--- src/rtl/seq_divider.sv ---
// Restoring shift-subtract unsigned divider, one quotient bit per clock, MSB first.
// A three-state FSM (IDLE/RUN/DONE) sequences the operation; all outputs are registered.
module seq_divider #(
  parameter int WIDTH = 8
) (
  input  logic             clk,
  input  logic             rst,
  input  logic             start,
  input  logic [WIDTH-1:0] dividend,
  input  logic [WIDTH-1:0] divisor,
  output logic [WIDTH-1:0] quotient,
  output logic [WIDTH-1:0] remainder,
  output logic             busy,
  output logic             done,
  output logic             div_by_zero
);

  localparam int CW = $clog2(WIDTH + 1);

  typedef enum logic [1:0] {IDLE, RUN, DONE} state_t;

  state_t           state_q;
  logic [WIDTH-1:0] dvd_q;   // dividend bits shift out, quotient bits shift in
  logic [WIDTH-1:0] dvs_q;
  logic [WIDTH-1:0] par_q;   // partial remainder
  logic [WIDTH-1:0] quo_q;
  logic [WIDTH-1:0] rem_q;
  logic [CW-1:0]    cnt_q;
  logic             busy_q;
  logic             done_q;
  logic             dbz_q;

  logic [WIDTH:0]   shifted;
  logic [WIDTH:0]   diff;
  logic             fits;
  logic [WIDTH-1:0] par_d;
  logic [WIDTH-1:0] dvd_d;
  logic             last_iter;

  // The shifted partial remainder can reach 2*divisor-1, so it is kept at WIDTH+1 bits.
  // NOTE: every always_comb output is assigned on every path, so no latch can be inferred.
  always_comb begin
    shifted   = {par_q, dvd_q[WIDTH-1]};
    diff      = shifted - {1'b0, dvs_q};
    fits      = (shifted >= {1'b0, dvs_q});
    par_d     = fits ? diff[WIDTH-1:0] : shifted[WIDTH-1:0];
    dvd_d     = {dvd_q[WIDTH-2:0], fits};
    last_iter = (cnt_q == CW'(WIDTH - 1));
  end

  // NOTE: sequential state uses non-blocking assignments only, so every register sees
  // the pre-edge values of the others regardless of statement order.
  always_ff @(posedge clk or posedge rst) begin
    if (rst) begin
      state_q <= IDLE;
      dvd_q   <= '0;
      dvs_q   <= '0;
      par_q   <= '0;
      quo_q   <= '0;
      rem_q   <= '0;
      cnt_q   <= '0;
      busy_q  <= 1'b0;
      done_q  <= 1'b0;
      dbz_q   <= 1'b0;
    end else begin
      case (state_q)
        IDLE: begin
          done_q <= 1'b0;
          if (start) begin
            dvd_q  <= dividend;
            dvs_q  <= divisor;
            par_q  <= '0;
            cnt_q  <= '0;
            busy_q <= 1'b1;
            if (divisor == '0) begin
              quo_q   <= '1;
              rem_q   <= dividend;
              dbz_q   <= 1'b1;
              done_q  <= 1'b1;
              state_q <= DONE;
            end else begin
              dbz_q   <= 1'b0;
              state_q <= RUN;
            end
          end
        end
        RUN: begin
          par_q <= par_d;
          dvd_q <= dvd_d;
          cnt_q <= cnt_q + CW'(1);
          if (last_iter) begin
            quo_q   <= dvd_d;
            rem_q   <= par_d;
            done_q  <= 1'b1;
            state_q <= DONE;
          end
        end
        DONE: begin
          done_q  <= 1'b0;
          busy_q  <= 1'b0;
          state_q <= IDLE;
        end
        default: begin
          done_q  <= 1'b0;
          busy_q  <= 1'b0;
          state_q <= IDLE;
        end
      endcase
    end
  end

  assign quotient    = quo_q;
  assign remainder   = rem_q;
  assign busy        = busy_q;
  assign done        = done_q;
  assign div_by_zero = dbz_q;

endmodule

--- config.mk ---
export PLATFORM = sky130hd
export DESIGN_NAME = seq_divider
export DESIGN_NICKNAME = d
export VERILOG_FILES = /design/src/rtl/seq_divider.sv
export SDC_FILE = /design/constraint.sdc
export NUM_CORES = 1
export LEC_CHECK = 0
export CAP_MARGIN = 20
export CELL_PAD_IN_SITES_DETAIL_PLACEMENT = 1
export CELL_PAD_IN_SITES_GLOBAL_PLACEMENT = 2
export CORE_ASPECT_RATIO = 1.5
export CORE_UTILIZATION = 36
export CTS_CLUSTER_SIZE = 8
export DETAILED_ROUTE_END_ITERATION = 8
export PLACE_DENSITY = 0.82
export SYNTH_ARGS = -nofsm -noshare
export SYNTH_HDL_FRONTEND = slang
export SYNTH_SLANG_ARGS = --single-unit
--- constraint.sdc ---
create_clock -name clk -period 4 [get_ports clk]
set_input_delay 0.8 -clock clk [delete_from_list [all_inputs] [get_ports clk]]
set_output_delay 0.8 -clock clk [all_outputs]
set_load 0.02 [all_outputs]
Yosys cells after proc, flatten, opt, wreduce, memory -nomap -nowiden
Cells that the tools add are included.
Operators by class
  magnitude comparators: 1
  equal/unequal tests: 5
  reductions and logical operators: 8
  add/subtract/negate cells: 2
  mux-type cells: 25
  bitwise gates (word level): 1
Operators with widths (count)
  $mux W8: 9
  $pmux W8 S2: 4
  $ge A9 B8 Y1: 1
  $logic_not A8 Y1: 1
  $pmux W4 S2: 1
  $reduce_and A2 Y1: 4
  $sub A8 B8 Y8: 1
  $mux W2: 3
  $ne A2 B2 Y1 const B: 3
  $add A4 B1 Y4 const B: 1
  $eq A4 B3 Y1 const B: 1
  $mux W1: 4
  $mux W4: 1
  $pmux W1 S2: 2
  $pmux W2 S2: 1
  $reduce_and A4 Y1: 1
  $eq A2 B1 Y1 const B: 1
  $logic_not A2 Y1: 1
  $reduce_bool A2 Y1: 1
  $not A1 Y1: 1
Storage, ports and cells
  input bits: 19
  logic and storage cells: 52
  output and inout port bits: 19
  flip-flop bits (word level): 49

Longest topological paths before layout
  word-level depth: 4
  depth in mapped cells: 9
  mapped depth without buffers: 9

Worst setup path before layout
Ideal clock, no wire load.
  path kind: input to register
  start point: input port divisor[7]
  end point: register rem_q[0], in the netlist remainder[0]
  stages on the path: 7
  required time: 3.918 ns
  slack: 1.922 ns
  library setup time: 0.082 ns
  buffers on the path: 1
  arrival: 1.997 ns
  cell sequence: or4_4 nor2_4 nand2_4 o21ai_4 buf_6 nor2_1 a31oi_1
Between the ends
  cells in the longest elaborated chain, start to end: 3
Ends and longest elaborated chain
  start: declaration: line 10  | input logic [WIDTH-1:0] divisor,
  $logic_not A8 Y1: line 75  | if (divisor == '0) begin
  $ne A2 B2 Y1 (no source line)
  $reduce_and A4 Y1 (no source line)
  end signal: assignment: line 77  | rem_q <= dividend;
  end signal: assignment: line 93  | rem_q <= par_d;
  end: declaration: line 27  | logic [WIDTH-1:0] rem_q;
No other way between the ends.
A chain may end at the register's enable or synchronous reset.

Final worst setup path
  start point: input port start
  end point: register rem_q[5], in the netlist remainder[5]
Between the ends
  cells in the longest elaborated chain, start to end: 2
Ends and longest elaborated chain
  start: declaration: line 8  | input logic start,
  $ne A2 B2 Y1 (no source line)
  $reduce_and A4 Y1 (no source line)
No other way between the ends.

==> impl_metrics.ini <==
[route]
wl_per_cell_um = 17.5
routed_wl_mm = 6.64
route.vias.total = 2052
viasPerCell = 5.41
drc_errors = 0
firstDrtPassIters = 4
drtIter0Drc = 119
final_antenna_net_count = 0

[global_route]
antenna_found_initial = 0
grt.overflow.total = 0
grt_max_degree = 50
grt_pass1_wl_mm = 11.1
grt_pass1_vias = 2184
gr-usage-all-layers_pct = 19.8

[pwr]
total_power_mw = 2.87
p_seq_share_pct = 31.3
p_leak_nw = 1.36
switching_share_pct = 43.0
ir_drop_mv = 0.319
powerDensity_nw_per_um2 = 937
comb_power_share_pct = 53.9
power.share.clock_pct = 14.8
internal_power_mw = 1.64
power_switching_mw = 1.23

[clocking]
clock-sinks = 49
cts_tree = built
worstSkewPairLatency_ns = 0.32
clock-root-buffer = clkbuf_8
htreeDepth = 2
cts_setup_buffers = 0
numCtsBuffers = 5
path_clk_slew_ns = 0.08
cts_max_path_buffers = 2
cts_resized = 0
cts_hold_buf = 0

[place]
hpwl_mm = 4.98
gp_congestion = 0.780
place_ws_ns = 1.13
numPortBuffers = 37
place_area_um2 = 2910

[cells_and_area]
final_cell_mix = dfrtp_1 (49), nand2_1 (41), clkdlybuf4s50_1 (37)
n_fill_cell = 778
area_delta_synth_final_pct = 23.2
antenna_cells = 0
mostFrequentLayoutCell = dfrtp_1
final_nets = 331
fin_util_pct = 46.6
fin_area_um2 = 3060
drive_gt1_share_pct = 5.94

[worst_setup_path]
crit_fanout = 25
r2r_start = par_q[4]$_DFFE_PP0P_
endpoint_kind = register
crit_end = remainder[5]$_DFFE_PP0P_
crit_required_ns = 4.23
cp_data_arrival_time_ns = 2.80
r2r_cells = 6
crit_start = start
crit_type = in2reg
crit_path_start_kind = primary input
r2r_setup_slack_ns = 1.46
r2r-end = remainder[5]$_DFFE_PP0P_

[sta]
hold_viol = 0
finClkSkew_ns = 0.0122
drv_slew = 0
fin_tns_setup_ns = 0
setup_viol = 0
maxClockFrequency_mhz = 388
fin_crit_sh_pct = 64.4
finalCriticalPeriod_ns = 2.58
rsz0062_at_grt = false
tightest_slew_ns = 0.993
fin_ws_ns = 1.42
slew_headroom_pct = 33.5

[synthesis]
avgSynthCellArea_um2 = 9.35
synth_area_um2 = 2490
synth_cell_types = 41
syn-num-nets = 295
ys_seq_area_share_pct = 49.3
ys_warn_count = 0
synth-seq-cells = 49
syn_inst = 266

[run]
maxCapViolCount = 0

[floorplanning]
fp.coreArea_um2 = 6580
start_util_pct = 37.8
die_h_um = 104
rows = 36
die-area_um2 = 7250
dieWidth_um = 69.9
ios = 38

[min_path]
hp-class = reg2reg
hold_depth = 2

[run_status]
status = complete, no violations
[stage by stage]
stage	hold slack (ns)	cells
after floorplan	0.450	266
after global placement	0.476	370
after detailed placement	0.488	370
after CTS	0.508	378
after global routing	0.545	379
final	0.505	379
[registers in the layout, summed over array words and instances, names as in the netlist]
| name | cells |
|---|---|
| done | 1 |
| dvs_q | 8 |
| quotient | 8 |
| state_q | 2 |
| busy | 1 |
| dvd_q | 8 |
| cnt_q | 4 |
| remainder | 8 |
| div_by_zero | 1 |
| par_q | 8 |
[worst min-delay path by stage]
stage | startpoint | end | slack, ns
6_report | dvs_q[0]$_DFFE_PP0P_ | dvs_q[0]$_DFFE_PP0P_ | 0.50
5_1_grt | quotient[6]$_DFFE_PP0P_ | quotient[6]$_DFFE_PP0P_ | 0.55
4_1_cts | dvs_q[0]$_DFFE_PP0P_ | dvs_q[0]$_DFFE_PP0P_ | 0.51
3_5_place_dp | dvs_q[0]$_DFFE_PP0P_ | dvs_q[0]$_DFFE_PP0P_ | 0.49
3_3_place_gp | cnt_q[3]$_DFFE_PP0P_ | cnt_q[3]$_DFFE_PP0P_ | 0.48
2_1_floorplan | dvs_q[0]$_DFFE_PP0P_ | dvs_q[0]$_DFFE_PP0P_ | 0.45
[cell type report]
type | instances | area, um^2 | share of cell area [%]
sequential | 49 | 1230 | 40.0
multi-input combinational | 192 | 1150 | 37.4
timing repair buffer | 41 | 413 | 13.5
tap | 76 | 95.1 | 3.10
clock buffer | 5 | 68.8 | 2.25
clock inverter | 3 | 65.1 | 2.12
inverter | 13 | 48.8 | 1.59
[power groups by stage]
stage	combinational (mW)	clock [mW]	sequential [mW]
detailed placement	1.56	0	0.910
global placement	1.51	0	0.907
CTS	1.57	0.434	0.902
global route	1.74	0.453	0.937
finish	1.55	0.424	0.899
floorplan	1.01	0	0.948
[cell families after synthesis]
kind of cell,share of synthesized area (%)
muxes,2.42
buffers and inverters,4.58
AOI/OAI and AO/OA,19.3
adders and majority gates,5.33
and+or+nand+nor,17.3
xor gates and xnor gates,1.76
DFF,49.3
[layer usage]
| metal | vias up | part of all wire, % | track usage (%) |
|---|---|---|---|
| li1 | 992 | - | - |
| met3 | 8 | 2.1 | 3.21 |
| met5 | - | 0 | 0 |
| met2 | 28 | 55 | 36.8 |
| met4 | 0 | 1.9 | 7.29 |
| met1 | 1024 | 41 | 22.0 |
[Yosys cell counts (all sizes together)]
cell | instances | area [um^2]
a32oi | 1 | 8.76
a21o | 3 | 22.5
nor3b | 1 | 7.51
a22oi | 2 | 15.0
or3 | 2 | 12.5
fa | 1 | 20.0
a21boi | 1 | 7.51
o211a | 1 | 10.0
a22o | 1 | 8.76
o22ai | 6 | 37.5
o21ai | 29 | 156
ha | 9 | 113
nand3 | 1 | 5.00
o31ai | 2 | 15.0
a31oi | 5 | 31.3
nand4 | 1 | 6.26
buf | 6 | 42.5
a21oi | 19 | 95.1
o211ai | 4 | 30.0
and3b | 1 | 8.76
and4b | 1 | 10.0
mux2i | 6 | 60.1
a211oi | 1 | 7.51
a211o | 2 | 17.5
nor2 | 29 | 116
nand2 | 42 | 165
clkbuf | 6 | 22.5
xor2 | 3 | 26.3
nand2b | 4 | 25.0
a2bb2oi | 1 | 8.76
dfrtp | 49 | 1230
and3 | 3 | 18.8
o41ai | 1 | 8.76
xnor2 | 2 | 17.5
or4 | 2 | 22.5
nor2b | 5 | 31.3
inv | 13 | 48.8
[worst max-delay path: stages]
cell,delay (ns)
clkdlybuf4s50_1,0.60
nor2b_1,0.28
nor2b_1,0.17
buf_4,0.22
nand2_4,0.11
o21ai_4,0.25
o22ai_1,0.19
a21oi_1,0.18
(Power assumes the default switching activity.)
